`config.mk`:
```
export PLATFORM = sky130hd
export DESIGN_NAME = wb_cmd_initiator
export DESIGN_NICKNAME = d
export VERILOG_FILES = /design/src/rtl/wb_cmd_initiator.sv
export SDC_FILE = /design/constraint.sdc
export NUM_CORES = 1
export LEC_CHECK = 0
export CAP_MARGIN = 25
export CELL_PAD_IN_SITES_DETAIL_PLACEMENT = 1
export CELL_PAD_IN_SITES_GLOBAL_PLACEMENT = 1
export CORE_ASPECT_RATIO = 0.5
export CORE_MARGIN = 2
export CORE_UTILIZATION = 25
export CTS_CLUSTER_SIZE = 24
export DETAILED_ROUTE_END_ITERATION = 6
export HOLD_SLACK_MARGIN = 0.08
export PLACE_DENSITY_LB_ADDON = 0.1
export SETUP_SLACK_MARGIN = 0.05
export SLEW_MARGIN = 15
export SYNTH_ARGS = -nofsm -noshare
export SYNTH_HDL_FRONTEND = slang
export SYNTH_SLANG_ARGS = --single-unit
```
`constraint.sdc`:
```
create_clock -name wb_clk_i -period 1.8 [get_ports wb_clk_i]
set_input_delay 0.36 -clock wb_clk_i [delete_from_list [all_inputs] [get_ports wb_clk_i]]
set_output_delay 0.36 -clock wb_clk_i [all_outputs]
set_load 0.05 [all_outputs]
```
`src/rtl/wb_cmd_initiator.sv`:
```
// Single-outstanding Wishbone classic initiator: one bus cycle per command
// on a valid/ready stream, response returned on a second valid/ready stream.
module wb_cmd_initiator #(
  parameter int unsigned TIMEOUT  = 255,
  parameter logic [31:0] ERR_DATA = 32'hFFFF_FFFF
) (
  input  logic        wb_clk_i,
  input  logic        wb_rst_i,
  input  logic        cmd_valid_i,
  output logic        cmd_ready_o,
  input  logic        cmd_we_i,
  input  logic [31:0] cmd_adr_i,
  input  logic [31:0] cmd_dat_i,
  input  logic [3:0]  cmd_sel_i,
  output logic        rsp_valid_o,
  input  logic        rsp_ready_i,
  output logic [31:0] rsp_dat_o,
  output logic        rsp_err_o,
  output logic        busy_o,
  output logic        wbm_cyc_o,
  output logic        wbm_stb_o,
  output logic        wbm_we_o,
  output logic [31:0] wbm_adr_o,
  output logic [31:0] wbm_dat_o,
  output logic [3:0]  wbm_sel_o,
  input  logic        wbm_ack_i,
  input  logic [31:0] wbm_dat_i
);

  typedef enum logic [1:0] {IDLE, BUS, RESP} state_t;

  typedef struct packed {
    logic        we;
    logic [31:0] adr;
    logic [31:0] dat;
    logic [3:0]  sel;
  } req_t;

  typedef struct packed {
    logic        err;
    logic [31:0] dat;
  } rsp_t;

  localparam logic [15:0] TO_LAST = 16'(TIMEOUT - 1);

  state_t      state_q, state_nx;
  req_t        req_q, req_nx;
  rsp_t        rsp_q, rsp_nx;
  logic        cyc_q, cyc_nx;
  logic        rvld_q, rvld_nx;
  logic [15:0] cnt_q, cnt_nx;

  always_ff @(posedge wb_clk_i) begin
    if (wb_rst_i) begin
      state_q <= IDLE;
      req_q   <= '0;
      rsp_q   <= '0;
      cyc_q   <= 1'b0;
      rvld_q  <= 1'b0;
      cnt_q   <= '0;
    end else begin
      state_q <= state_nx;
      req_q   <= req_nx;
      rsp_q   <= rsp_nx;
      cyc_q   <= cyc_nx;
      rvld_q  <= rvld_nx;
      cnt_q   <= cnt_nx;
    end
  end

  always_comb begin
    state_nx = state_q;
    req_nx   = req_q;
    rsp_nx   = rsp_q;
    cyc_nx   = cyc_q;
    rvld_nx  = rvld_q;
    cnt_nx   = cnt_q;
    case (state_q)
      IDLE: begin
        if (cmd_valid_i) begin
          req_nx   = '{we: cmd_we_i, adr: cmd_adr_i, dat: cmd_dat_i, sel: cmd_sel_i};
          cyc_nx   = 1'b1;
          cnt_nx   = '0;
          state_nx = BUS;
        end
      end
      BUS: begin
        // ack beats a coincident timeout
        if (wbm_ack_i) begin
          rsp_nx.err = 1'b0;
          rsp_nx.dat = req_q.we ? 32'h0 : wbm_dat_i;
          cyc_nx     = 1'b0;
          rvld_nx    = 1'b1;
          state_nx   = RESP;
        end else if (cnt_q == TO_LAST) begin
          rsp_nx.err = 1'b1;
          rsp_nx.dat = ERR_DATA;
          cyc_nx     = 1'b0;
          rvld_nx    = 1'b1;
          state_nx   = RESP;
        end else begin
          cnt_nx = cnt_q + 16'd1;
        end
      end
      RESP: begin
        if (rsp_ready_i) begin
          rvld_nx  = 1'b0;
          state_nx = IDLE;
        end
      end
      default: state_nx = IDLE;
    endcase
  end

  assign cmd_ready_o = (state_q == IDLE);
  assign busy_o      = (state_q != IDLE);
  assign rsp_valid_o = rvld_q;
  assign rsp_dat_o   = rsp_q.dat;
  assign rsp_err_o   = rsp_q.err;
  assign wbm_cyc_o   = cyc_q;
  assign wbm_stb_o   = cyc_q;
  assign wbm_we_o    = req_q.we;
  assign wbm_adr_o   = req_q.adr;
  assign wbm_dat_o   = req_q.dat;
  assign wbm_sel_o   = req_q.sel;

endmodule
```
Yosys cells after proc, flatten, opt, wreduce, memory -nomap -nowiden

Index checks and enable logic that the tools add are counted.
W data, S select, Z words.

Register bits: 122
Bits of input ports: 106
Output and inout port bits: 107
Word-level logic and storage cells: 50

Add/sub/neg operators: 1
Equality and inequality tests: 8
Muxes and demuxes: 20
Reduce and logical (&&, ||, !) cells: 11

Operators by type and width:

| operator                | count |
|---|---|
| $mux W33                | 2 |
| $mux W16                | 3 |
| $mux W32                | 1 |
| $pmux W16 S2            | 1 |
| $add A16 B1 Y16 const B | 1 |
| $eq A16 B8 Y1 const B   | 1 |
| $reduce_and A3 Y1       | 3 |
| $mux W2                 | 4 |
| $ne A2 B2 Y1 const B    | 4 |
| $reduce_bool A2 Y1      | 4 |
| $mux W1                 | 6 |
| $pmux W2 S3             | 1 |
| $pmux W1 S2             | 2 |
| $reduce_and A2 Y1       | 2 |
| $reduce_and A4 Y1       | 1 |
| $ne A3 B3 Y1 const B    | 1 |
| $eq A2 B1 Y1 const B    | 1 |
| $eq A2 B2 Y1 const B    | 1 |
| $logic_not A2 Y1        | 1 |

Logic depth before layout (Yosys ltp)

Gate-level depths: netlist of run 1.

Depth after elaboration: 4
Depth in mapped cells: 7
Mapped depth without buffers: 6

Worst setup path before layout of run 1

Ideal clock, no wire load.

Kind: register to output
From: reg state_q[1]
To: out busy_o
Data arrival time: 1.521 ns
Setup slack: -0.081 ns
Cell stages (with the launch flop): 3
Cells stage by stage: dfxtp_1 -> nor2_1 -> inv_1

Longest elaborated chain between the ends: 1

RTL lines:

| element                  | RTL line | source |
|---|---|---|
| start: declaration       | 46       | `state_t state_q, state_nx;` |
| start signal: assignment | 62       | `state_q <= state_nx;` |
| $reduce_bool A2 Y1       | 116      | `assign busy_o = (state_q != IDLE);` |
| end: declaration         | 19       | `output logic busy_o,` |

No other way between the ends.

Final worst setup path of run 1

From: reg cnt_q[0]
To: reg cnt_q[6]

Longest elaborated chain between the ends: 4

RTL lines:

| element                  | RTL line | source |
|---|---|---|
| start: declaration       | 51       | `logic [15:0] cnt_q, cnt_nx;` |
| start signal: assignment | 67       | `cnt_q <= cnt_nx;` |
| $add A16 B1 Y16          | 102      | `cnt_nx = cnt_q + 16'd1;` |
| $mux W16                 | 95       | `end else if (cnt_q == TO_LAST) begin` |
| $mux W16                 | 89       | `if (wbm_ack_i) begin` |
| $pmux W16 S2             | 78       | `case (state_q)` |

Parallel ways exist; a longest one is shown, timed or not. The select of a mux whose other input is x is not followed.
A chain may end at the register's enable or synchronous reset.

==> flow_metrics.tcl, run 1 <==
set metrics [dict create \
    status "completed" \
    worstPathArrival_ns 2.07 \
    portBuffers 212 \
    cts_buffers 17 \
    timing.setup.tns_ns 0 \
    core_um2 18700 \
    drt-total-wl_um 17330 \
    period_share_pct 95.94 \
    grt_start_max_net_pins 65 \
    place_hpwl_um 11740 \
    die_area_um2 20600 \
    pin_count 213 \
    routed_via_density 4.509 \
    ff2ff_path_depth 6 \
    gp_congestion 0.7631 \
    drtIter0Drc 160 \
    synth_top_area_cell "dfxtp_1" \
    rows 35 \
    finalWorstSetupSlack_ns 0.07302 \
    async_flop_share_pct 0 \
    die_h_um 102.5 \
    nets 927 \
    gr-usage-all-layers_pct 16.70 \
    yosysMostFrequentCell "nand2_1" \
    grt_busiest_layer "met2" \
    slew_violations 0 \
    relSlewSlack_pct 73.61 \
    yosysWarnings 0 \
    detail-route-antenna-nets 0 \
    hold_class "input port to flop" \
    ys_top_cells_by_count "nand2_1, dfxtp_1, a21oi_1" \
    dieWidth_um 201.0 \
    cts_num_sinks 122 \
    wl_per_cell_um 15.90 \
    leakage_nw 3.243 \
    vdd_drop_max_uv 656.5 \
    stdcell_count 1090 \
    grt_pass1_vias 5024 \
    drv_cap 0 \
    synth_area_um2 4850 \
    ys_seq_area_share_pct 50.36 \
    cts_buffer_depth 2 \
    hold_path_depth 2 \
    clkTransAtPathRegs_ns 0.06 \
    ctsRootBufferMaster "clkbuf_16" \
    setup.worst_path.class "flop to flop" \
    met1_usage_pct 20.97 \
    finalPower_mw 7.817 \
    setup_violations 0 \
    syn_to_final_growth_pct 65.33 \
    overflow 0 \
    path_max_fanout 5 \
    rsz0062_at_grt "true" \
    period_needed_ns 1.727 \
    syn_nets 693 \
    synth_seq_cells 122 \
    synth_cells 585 \
    yosysUniqueCellTypes 47 \
    synth_area_leaders "dfxtp_1, nand2_1, a21oi_1" \
    gr-usage-met3_pct 5.325 \
    hold_viol 0 \
    clock.fmax_mhz 579.0 \
    insertion_delay_ns 0.41 \
    clock_skew_ns 0.01145 \
    vias 4915 \
    layout-drive-gt1-share_pct 25.51 \
    cp-start-kind "flop" \
    drc 0 \
    initial_core_util_pct 25.94 \
    fin_util_pct 42.88 \
    tightest_slew_ns 0.3929 \
    cts-htree-levels 4 \
    dp_slack_ns -0.1997 \
    r2r_slack_ns 0.07 \
    synthFlopType "dfxtp_1" \
    grt_antenna_before_repair 0 \
    required_ns 2.14 \
    met2_usage_pct 27.76 \
    placed_cells 1046 \
    powerDensity_nw_per_um2 975.0 \
    synth_edf_count 0 \
    grt_pass1_wl_um 27080 \
    syn_area_per_cell_um2 8.290 \
    postCtsHoldBufs 0 \
    synth_top_area_share_pct 50.36 \
    diodes 0 \
    cts_tree "yes" \
    endpoint_kind "flop" \
    drt_pre_antenna_iters 4 \
]
-- report_power, final --
part / switching (mW) / internal [mW]
Clock: 1.22 / 1.99
Combinational: 1.03 / 0.648
Sequential: 0.0800 / 2.86
Total: 2.32 / 5.49
-- cells by family after synthesis --
| logic type | count (synthesis) | share of synthesized area (%) |
|---|---|---|
| flip-flops | 122 | 50.36 |
| buffers and inverters | 55 | 5.005 |
| AO/OA/AOI/OAI | 173 | 21.21 |
| multiplexers | 2 | 0.4128 |
| AND/OR/NAND/NOR | 231 | 22.50 |
| adder cells (fa/ha/maj) | 2 | 0.5159 |
-- metrics by stage --
step	hold slack (ns)	cell area, µm²
2_1_floorplan	0.4608	4852
3_3_place_gp	0.4428	7192
3_5_place_dp	0.4474	7192
4_1_cts	0.3264	7888
5_1_grt	0.3457	8018
6_report	0.3439	8018
-- per-layer routing --
| metal | routed length [µm] | part of all wire, % |
|---|---|---|
| met1 | 7731 | 45 |
| met2 | 8385 | 48 |
| met4 | 155 | 0.89 |
| met5 | 0 | 0 |
| met3 | 1057 | 6.1 |
-- layout by cell type (no fill, tap or decap), drive strengths merged, types with 2 or more instances in the layout --
cell and instances:
a211oi 2, a21oi 108, a31oi 14, and4 2, buf 158, clkbuf 23
clkdlybuf4s50 104, clkinv 5, clkinvlp 2, dfxtp 122, ha 2, inv 7
mux2i 2, nand2 146, nand2b 38, nand3 5, nand3b 2, nand4 8
nor2 11, nor3 4, nor4 5, o211ai 4, o21a 32, o21ai 4
or3 2
-- critical path: stages, from the launching register on --
cell	delay (ns)
dfxtp_2	0.32
inv_1	0.05
ha_2	0.17
nor4b_4	0.13
a41o_2	0.31
or4_4	0.54
a21boi_2	0.12
-- cell type report --
cell class                      instances  area [µm²]
Clock buffer                           23       478.0
Clock inverter                          8       70.07
Fill cell                            2202       10680
Inverter                                7       26.28
Multi-Input combinational cell        409        2312
Sequential cell                       122        2444
Tap cell                              259       324.1
Timing Repair Buffer                  262        2364
-- timing repair --
item / 4_1_cts / 5_1_grt
setup endpoints to repair: 45 / 12
gates resized for setup: 10 / 15
cloned: 1 / 0
buffers inserted: 9 / 3
pin swaps: 7 / 9
-- path summary, 6_finish.rpt --
kind | startpoint | end
hold reg to reg | wbm_dat_o[17]$_SDFFE_PP0P_ | wbm_dat_o[17]$_SDFFE_PP0P_
setup reg to reg | cnt_q[0]$_SDFFE_PP0P_ | cnt_q[6]$_SDFFE_PP0P_
hold / removal | wb_rst_i | cnt_q[1]$_SDFFE_PP0P_
setup / recovery | cnt_q[0]$_SDFFE_PP0P_ | cnt_q[6]$_SDFFE_PP0P_
-- sequential cells by signal, indices dropped and copies added (netlist names) --
register	cells
wbm_adr_o	32
cnt_q	16
rsp_dat_o	32
wbm_cyc_o	1
wbm_dat_o	32
wbm_we_o	1
rsp_err_o	1
wbm_sel_o	4
state_q	2
rsp_valid_o	1
No activity file was read; power rests on OpenSTA's default activity.
==> run 2: changes to the inputs <==
--- a/config.mk
+++ b/config.mk
@@ -10,7 +10,7 @@
 export CELL_PAD_IN_SITES_GLOBAL_PLACEMENT = 1
 export CORE_ASPECT_RATIO = 0.5
 export CORE_MARGIN = 2
-export CORE_UTILIZATION = 25
+export CORE_UTILIZATION = 32
 export CTS_CLUSTER_SIZE = 24
 export DETAILED_ROUTE_END_ITERATION = 6
 export HOLD_SLACK_MARGIN = 0.08
==> constraint.sdc (replaced) <==
create_clock -name wb_clk_i -period 2.03 [get_ports wb_clk_i]
set_input_delay 0.406 -clock wb_clk_i [delete_from_list [all_inputs] [get_ports wb_clk_i]]
set_output_delay 0.406 -clock wb_clk_i [all_outputs]
set_load 0.05 [all_outputs]
==> run 2 against run 1 <==
Net effect:
- die area fell by 21%
- hold slack improved by 0.11 ns
- power fell by 7.8%
- count of clock-buffer cells in the layout fell by 5
- sequential power fell by 12%
- cell area fell by 0.17%
- register-to-register slack improved by 0.06 ns
- global-route usage rose by 3.5 points
- worst setup slack got worse by 0.0053 ns
- sequential cell count did not move
- wire length fell by 3.9%
- critical endpoint is now rsp_dat_o[11]
==> flow_metrics.tcl, run 2 (synthesized netlist as in run 1, its figures left out) <==
set metrics [dict create \
    timing.setup.tns_ns 0 \
    die_area_um2 16220 \
    leakage_nw 4.117 \
    place_hpwl_um 11050 \
    power_frac_clock_pct 44.1 \
    detail-route-antenna-nets 0 \
    setup.worst_path.class "flop to output pin" \
    portBuffers 212 \
    slew_violations 0 \
    nets 902 \
    path_cells "clkdlybuf4s50_1" \
    initial_core_util_pct 33.17 \
    gr-usage-all-layers_pct 20.16 \
    diodes 0 \
    fin_util_pct 54.74 \
    rsz0062_at_grt "true" \
    crit_slowest_cell "clkdlybuf4s50_1" \
    internal_power_mw 5.139 \
    tightest_slew_ns 0.6147 \
    p_switching_mw 2.071 \
    hold_ws_ns 0.4496 \
    max_stage_delay_ns 0.81 \
    vias 4869 \
    core_um2 14620 \
    cpLargestDelayFamily "buffers and inverters" \
    relSlewSlack_pct 59.02 \
    cts_tree "yes" \
    cts_num_sinks 122 \
    layout-drive-gt1-share_pct 9.068 \
    dieWidth_um 178.1 \
    final_cell_mix "nand2_1, dfxtp_1, a21oi_1, clkdlybuf4s50_1, dlymetal6s2s_1" \
    multi_input_area_um2 2200 \
    path_max_fanout 2 \
    rows 31 \
    switching_share_pct 28.73 \
    clkTransAtPathRegs_ns 0.06 \
    drv_cap 0 \
    die_h_um 91.05 \
    worstPathArrival_ns 1.56 \
    final_common_cell "nand2_1" \
    seqPwrFrac_pct 36.1 \
    cts_buffer_depth 2 \
    vdd_drop_max_uv 581.4 \
    gp_congestion 0.8000 \
    period_share_pct 96.66 \
    hold_viol 0 \
    grt_pass1_vias 4915 \
    drt_pre_antenna_iters 4 \
    cts_buffers 17 \
    path_depth 1 \
    routed_via_density 4.854 \
    grt_pass1_wl_um 25680 \
    path_buf_inv 1 \
    overflow 0 \
    drc 0 \
    postCtsHoldBufs 0 \
    ff2ff_path_depth 7 \
    pin_count 213 \
    clock_skew_ns 0.01104 \
    hold_path_depth 2 \
    drt-total-wl_um 16650 \
    cts-htree-levels 4 \
    seqCellArea_um2 2444 \
    status "completed" \
    clock.fmax_mhz 509.6 \
    grt_antenna_before_repair 0 \
    powerDensity_nw_per_um2 900.8 \
    fill_cells 1718 \
    syn_to_final_growth_pct 65.04 \
    cp-start-kind "flop" \
    wl_per_cell_um 16.60 \
    setup_violations 0 \
    hold_class "flop to flop" \
    endpoint_kind "output pin" \
    period_needed_ns 1.962 \
    insertion_delay_ns 0.41 \
    required_ns 1.62 \
    grt_start_max_net_pins 53 \
    ctsRootBufferMaster "clkbuf_16" \
    drtIter0Drc 181 \
    p_comb_share_pct 19.9 \
]
run 2: cell count changes in the layout (fill, tap and decap cells not counted), moves of 4 or more:
cell and delta:
buf_4 -120, dlygate4sd2_1 +36, dlymetal6s2s_1 +63, buf_12 -5, clkdlybuf4s50_1 +4
run 2: area by class of cell:
cell class                 instances  share of cell area (%)
clock buffer                      18                   5.487
clock inverter                    12                   2.189
sequential                       122                   30.53
multi-input combinational        409                   27.48
tap                              198                   3.095
inverter                           7                  0.3283
timing repair buffer             237                   30.89
run 2: routing by layer:
| layer | global-route usage [%] | up-vias | wire length (µm) |
|---|---|---|---|
| li1 | - | 2409 | - |
| met4 | 6.011 | 0 | 154 |
| met2 | 33.33 | 142 | 7695 |
| met3 | 8.417 | 15 | 1437 |
| met5 | 0 | - | 0 |
| met1 | 23.83 | 2303 | 7361 |
run 2: per-stage QoR:
step,setup WS [ns],area [µm²],power [mW],std cells
global placement,0.08430,7221,4.092,970
finish,0.06770,8004,7.210,1003
floorplan,0.1030,4850,3.494,585
global route,0.03616,8004,7.507,1003
detailed placement,0.007645,7221,4.116,970
CTS,0.05036,7801,7.285,1001
run 2: what timing repair did:
action	4_1_cts	5_1_grt
setup endpoints to repair	69	105
buffers inserted	0	2
cloned	1	0
gates resized for setup	38	67
pin swaps	1	2
run 2: final timing paths:
check	startpoint	to	slack (ns)
max	rsp_dat_o[11]$_SDFFE_PP0P_	rsp_dat_o[11]	0.07
min	wbm_adr_o[16]$_SDFFE_PP0P_	wbm_adr_o[16]$_SDFFE_PP0P_	0.45
max reg2reg	cnt_q[0]$_SDFFE_PP0P_	cnt_q[1]$_SDFFE_PP0P_	0.13
min reg2reg	wbm_adr_o[16]$_SDFFE_PP0P_	wbm_adr_o[16]$_SDFFE_PP0P_	0.45
run 2: power by group through the flow:
stage | clock network [mW] | logic (mW) | registers [mW]
floorplan | 0 | 0.382 | 3.11
global placement | 0 | 1.44 | 2.65
detailed placement | 0 | 1.46 | 2.66
CTS | 3.24 | 1.44 | 2.60
global route | 3.37 | 1.52 | 2.62
finish | 3.18 | 1.43 | 2.60
